<file path="src/rtl/mdiv_pkg.sv">
// Shared constants and state encoding for the multiply/divide unit.
package mdiv_pkg;

    localparam int unsigned WIDTH = 32;
    localparam int unsigned ITER  = 32;
    localparam int unsigned CNT_W = 6;

    typedef enum logic [1:0] {
        IDLE = 2'b00,
        RUN  = 2'b01,
        DONE = 2'b10
    } div_state_t;

    localparam logic [WIDTH-1:0] OVF_VALUE = 32'h8000_0000;

    // Magnitude of a two's-complement operand; the most negative value maps to unsigned 2^31.
    function automatic logic [WIDTH-1:0] abs_val(input logic [WIDTH-1:0] x);
        if (x == OVF_VALUE) begin
            return OVF_VALUE;
        end
        return x[WIDTH-1] ? WIDTH'(-x) : x;
    endfunction

endpackage

</file>
<file path="src/rtl/iterative_divider_if.sv">
// Start/ready handshake and operand/result bus shared with the multiplier.
interface iterative_divider_if;
    import mdiv_pkg::*;

    logic             ctrl_DIV;
    logic [WIDTH-1:0] data_operandA;
    logic [WIDTH-1:0] data_operandB;
    logic [WIDTH-1:0] data_result;
    logic             data_exception;
    logic             data_resultRDY;
    logic             busy;

    modport master (
        output ctrl_DIV, data_operandA, data_operandB,
        input  data_result, data_exception, data_resultRDY, busy
    );

    modport slave (
        input  ctrl_DIV, data_operandA, data_operandB,
        output data_result, data_exception, data_resultRDY, busy
    );

endinterface

</file>
<file path="src/rtl/div_sub33.sv">
// 33-bit subtractor a - b built as a generate/propagate adder with b inverted and carry-in 1.
module div_sub33
    import mdiv_pkg::*;
(
    input  logic [WIDTH:0] a,
    input  logic [WIDTH:0] b,
    output logic [WIDTH:0] diff,
    output logic           nonneg
);

    logic [WIDTH-1:0] g;
    logic [WIDTH:0]   p;
    logic [WIDTH:0]   c;

    always_comb begin
        g    = a[WIDTH-1:0] & ~b[WIDTH-1:0];
        p    = a ^ ~b;
        c    = '0;
        c[0] = 1'b1;
        for (int i = 0; i < int'(WIDTH); i++) begin
            c[i+1] = g[i] | (p[i] & c[i]);
        end
        diff   = p ^ c;
        nonneg = ~diff[WIDTH];
    end

endmodule

</file>
<file path="src/rtl/iterative_divider.sv">
// Restoring signed divider: one quotient bit per cycle, sign fixed up on the way out.
module iterative_divider
    import mdiv_pkg::*;
(
    input  logic                clock,
    input  logic                reset,
    iterative_divider_if.slave  bus
);

    div_state_t       state;
    logic [CNT_W-1:0] cnt;
    logic [WIDTH:0]   rem;
    logic [WIDTH-1:0] quot;
    logic [WIDTH-1:0] abs_b;
    logic             sign_q;
    logic             divzero;

    logic [2*WIDTH:0] shifted;
    logic [WIDTH:0]   rem_sh;
    logic [WIDTH-1:0] quot_sh;
    logic [WIDTH:0]   trial;
    logic             trial_ok;

    // The dividend bits stream out of quot into the remainder as quotient bits stream in.
    always_comb begin
        shifted = {rem, quot} << 1;
        rem_sh  = shifted[2*WIDTH:WIDTH];
        quot_sh = shifted[WIDTH-1:0];
    end

    div_sub33 u_sub (
        .a      (rem_sh),
        .b      ({1'b0, abs_b}),
        .diff   (trial),
        .nonneg (trial_ok)
    );

    always_ff @(posedge clock) begin
        if (reset) begin
            state              <= IDLE;
            cnt                <= '0;
            rem                <= '0;
            quot               <= '0;
            abs_b              <= '0;
            sign_q             <= 1'b0;
            divzero            <= 1'b0;
            bus.data_result    <= '0;
            bus.data_exception <= 1'b0;
            bus.data_resultRDY <= 1'b0;
            bus.busy           <= 1'b0;
        end else begin
            bus.data_resultRDY <= 1'b0;
            bus.data_exception <= 1'b0;

            // The result of a finishing division is published even if a new start arrives now.
            if (state == DONE) begin
                bus.data_result    <= divzero ? '0 : (sign_q ? WIDTH'(-quot) : quot);
                bus.data_exception <= divzero;
                bus.data_resultRDY <= 1'b1;
            end

            if (bus.ctrl_DIV) begin
                quot     <= abs_val(bus.data_operandA);
                abs_b    <= abs_val(bus.data_operandB);
                sign_q   <= bus.data_operandA[WIDTH-1] ^ bus.data_operandB[WIDTH-1];
                divzero  <= (bus.data_operandB == '0);
                rem      <= '0;
                cnt      <= '0;
                state    <= RUN;
                bus.busy <= 1'b1;
            end else begin
                case (state)
                    IDLE: begin
                        bus.busy <= 1'b0;
                    end
                    RUN: begin
                        rem  <= trial_ok ? trial : rem_sh;
                        quot <= {quot_sh[WIDTH-1:1], trial_ok};
                        cnt  <= cnt + CNT_W'(1);
                        if (cnt == CNT_W'(ITER - 1)) begin
                            state <= DONE;
                        end
                    end
                    DONE: begin
                        state <= IDLE;
                    end
                    default: begin
                        state    <= IDLE;
                        bus.busy <= 1'b0;
                    end
                endcase
            end
        end
    end

endmodule

</file>
<file path="src/flat_wrapper.sv">
// flat-port wrapper written by rule: the top's interface ports become plain ports
module iterative_divider_flat import mdiv_pkg::*;
  (clock, reset, bus_ctrl_DIV, bus_data_operandA, bus_data_operandB, bus_data_result, bus_data_exception, bus_data_resultRDY, bus_busy);
  iterative_divider_if bus_i ();
  input  logic clock;
  input  logic reset;
  input wire logic [$bits(bus_i.ctrl_DIV)-1:0] bus_ctrl_DIV;
  input wire logic [$bits(bus_i.data_operandA)-1:0] bus_data_operandA;
  input wire logic [$bits(bus_i.data_operandB)-1:0] bus_data_operandB;
  output wire logic [$bits(bus_i.data_result)-1:0] bus_data_result;
  output wire logic [$bits(bus_i.data_exception)-1:0] bus_data_exception;
  output wire logic [$bits(bus_i.data_resultRDY)-1:0] bus_data_resultRDY;
  output wire logic [$bits(bus_i.busy)-1:0] bus_busy;
  assign bus_i.ctrl_DIV = bus_ctrl_DIV;
  assign bus_i.data_operandA = bus_data_operandA;
  assign bus_i.data_operandB = bus_data_operandB;
  assign bus_data_result = bus_i.data_result;
  assign bus_data_exception = bus_i.data_exception;
  assign bus_data_resultRDY = bus_i.data_resultRDY;
  assign bus_busy = bus_i.busy;
  iterative_divider u_core (.clock(clock), .reset(reset), .bus(bus_i));
endmodule
</file>
<file path="config.mk">
export PLATFORM = sky130hd
export DESIGN_NAME = iterative_divider_flat
export DESIGN_NICKNAME = d
export VERILOG_FILES = /design/src/rtl/mdiv_pkg.sv /design/src/rtl/iterative_divider_if.sv /design/src/rtl/div_sub33.sv /design/src/rtl/iterative_divider.sv /design/src/flat_wrapper.sv
export SDC_FILE = /design/constraint.sdc
export NUM_CORES = 1
export LEC_CHECK = 0
export CORE_MARGIN = 2
export CORE_UTILIZATION = 45
export CTS_CLUSTER_SIZE = 14
export DETAILED_ROUTE_END_ITERATION = 10
export PLACE_DENSITY = 0.67
export SETUP_SLACK_MARGIN = 0.15
export SLEW_MARGIN = 20
export SYNTH_ARGS = -nofsm -noshare
export SYNTH_HDL_FRONTEND = slang
export SYNTH_SLANG_ARGS = --single-unit
</file>
<file path="constraint.sdc">
create_clock -name clock -period 15 [get_ports clock]
set_input_delay 2.25 -clock clock [delete_from_list [all_inputs] [get_ports clock]]
set_output_delay 2.25 -clock clock [all_outputs]
set_load 0.01 [all_outputs]
</file>
==> results.yml <==
outcome:
  status: "complete, no violations"
clock_network:
  clockRootBuffer: "clkbuf_16"
  path_clk_slew_ps: 60
  holdBufCountCts: 0
  cts_tree: "done"
  clock_latency_ps: 420
  cts_setup_buffers: 0
  htreeDepth: 4
  cts_sinks: 141
  numCtsBuffers: 17
  clockBufferDepth: 2
  cts_resized: 0
yosys:
  ys_dominant_reg_cell: "dfxtp_1"
  ys_seq_area_frac: 0.3441
  yosysTopAreaCell: "dfxtp_1"
  ys_top_cells_by_count: "dfxtp_1, nand2_1, o21ai_0"
  synthCells: 970
  synth_edf_count: 0
  synth_area_leaders: "dfxtp_1, xor2_1, fa_1, mux2i_1, o21ai_0"
  async_reset_ff_frac: 0
  ys_warn_count: 0
  ys_seq_elements: 141
  syn_nets: 1076
  synth.most_common_cell: "dfxtp_1"
  synth_top_area_share: 0.3441
  synth.avg_cell_area_um2: 8.458
  synth.distinct_cells: 57
  synth_area_um2: 8204
die:
  die_h_um: 139.0
  rows: 49
  start_util: 0.4583
  core_um2: 17900
  ioPinCount: 102
  dieArea_um2: 19330
  die_x_um: 139.0
grt:
  grt_pass1_vias: 6708
  grt_start_max_net_pins: 58
  grt_antenna_before_repair: 0
  track_usage: 0.2108
  overflow: 0
  grt_pass1_wl_um: 33510
detailed_routing:
  drc_errors: 0
  drt_pass1_iterations: 5
  wl_um: 20150
  vias: 7085
  routedWlPerCell_um: 15.68
  via_per_inst: 5.514
  postRouteAntennaNets: 0
  drtIter0Drc: 448
worst_setup_path:
  crit_path_start_kind: "flip-flop"
  r2r_start: "u_core.quot[31]"
  worstPathArrival_ps: 14440
  cp-end-kind: "flip-flop"
  max_stage_delay_ps: 520
  slowest_stage: "fa_1"
  cp_num_cells: 38
  rrSetupSlack_ps: 840
  cp_common_cell: "fa_1"
  crit_type: "flip-flop to flip-flop"
  reg2reg_to: "u_core.rem[20]"
  crit_family: "adder cells"
  path_buf_inv: 2
  required_ps: 15280
  critical_path.max_fanout: 43
  r2r_cells: 38
timing:
  finalHoldViolations: 0
  tns_ps: 0
  slew_viol_final: 0
  final.setup_skew_ps: 6.976
  fmax_mhz: 70.64
  period_share: 0.9438
  grt_setup_unrepaired: "no"
  relSlewSlack: 0.4101
  setup_viol: 0
  period_needed_ps: 14160
  worstMarginPinSlew_ps: 884.9
finish:
  instances_no_fill: 1285
  area_delta_synth_final_pct: 22.13
  fin_nets: 1149
  layout-drive-gt1-share: 0.05587
  num_antenna_cells: 0
hold_path:
  min_from: "u_core.bus.data_result[23]"
  hold_path_depth: 2
  worstHoldEndpoint: "u_core.bus.data_result[23]"
  min_path_type: "flip-flop to flip-flop"
flow_run:
  drv_cap: 0
power_and_ir_drop:
  cellLeakagePower_nw: 3.551
  power.density_nw_per_um2: 100.4
  finalPower_mw: 1.006
  ir_drop_uv: 80.67
place:
  placed_cells: 1253
  hpwl_um: 14360
  numPortBuffers: 101
  place_congestion: 0.8609
==> worst min-delay path, cell delays in order (launching register included) <==
cell,delay (ps)
dfxtp_1,320
nand2_1,40
o21ai_0,50
==> metrics by stage <==
step | setup WS (ps) | hold slack (ps) | util | area (µm²)
floorplan | 1487 | 431.5 | - | 8204
detailed placement | 848.7 | 443.2 | 0.5250 | 9398
CTS | 839.3 | 457.2 | 0.5595 | 10020
global placement | 1070 | 434.1 | 0.5250 | 9398
finish | 842.8 | 449.0 | 0.5597 | 10020
global route | 256.0 | 482.2 | 0.5597 | 10020
==> sequential cells by signal, indices dropped and copies added, names as in the netlist <==
signal	count
u_core.rem	32
u_core.bus.busy	1
u_core.quot	32
u_core.divzero	1
u_core.cnt	6
u_core.sign_q	1
u_core.state	2
u_core.abs_b	32
u_core.bus.data_result	32
u_core.bus.data_resultRDY	1
u_core.bus.data_exception	1
==> worst max path at each step <==
stage                           endpoint             from
after CTS                 u_core.rem[12]  u_core.quot[31]
after global routing      u_core.rem[12]  u_core.quot[31]
final                     u_core.rem[20]  u_core.quot[31]
after floorplan            u_core.rem[0]  u_core.quot[31]
after global placement    u_core.quot[0]  u_core.quot[31]
after detailed placement  u_core.rem[20]  u_core.quot[31]
==> cell usage in the layout (no fill, tap or decap), types with 9 or more instances in the layout <==
master           count
a21oi_1             30
a211oi_1             9
nor3_1              16
dfxtp_1            141
buf_4                9
nor2_1              94
nor2b_1             13
xor2_1              72
clkbuf_16           17
nand2_1            106
fa_1                31
inv_1               44
nand4_1              9
nand2b_1             9
o22ai_1             16
xnor2_1             16
o21ai_0            105
mux2i_1             62
or3_1               11
o31ai_1             25
o41ai_1             23
nand3_1             13
clkdlybuf4s50_1    101
==> cells by family (layout without fill, tap and decap cells) <==
logic type	Yosys count	after routing	share of synthesized area
and+or+nand+nor	304	304	0.1729
AOI/OAI and AO/OA	231	231	0.1737
DFF	141	141	0.3441
buffers and inverters	102	188	0.04804
xor gates and xnor gates	89	89	0.09501
muxes	64	64	0.07839
adders and majority gates	39	39	0.08785
==> layout make-up <==
class	instances	area, µm²
clock buffers	21	480.5
clock inverters	11	138.9
fillers	1657	7883
inverters	45	168.9
multi-input cells	727	5024
flip-flops and latches	141	2823
well taps	229	286.5
repair buffers	111	1099
==> metal layers <==
layer	vias to the layer above	share of wire	global-route usage
met1	3366	0.47	0.2851
li1	3525	-	-
met4	0	0.020	0.07709
met3	30	0.042	0.03280
met2	164	0.47	0.3430
met5	-	0	0
==> where the power goes <==
| part | total [mW] | switching [mW] | internal [mW] | leakage, nW |
|---|---|---|---|---|
| logic | 0.158 | 0.0873 | 0.0706 | 2.10 |
| clock network | 0.441 | 0.163 | 0.278 | 0.305 |
| registers | 0.407 | 0.0182 | 0.389 | 1.15 |
No activity file was read; power rests on OpenSTA's default activity.
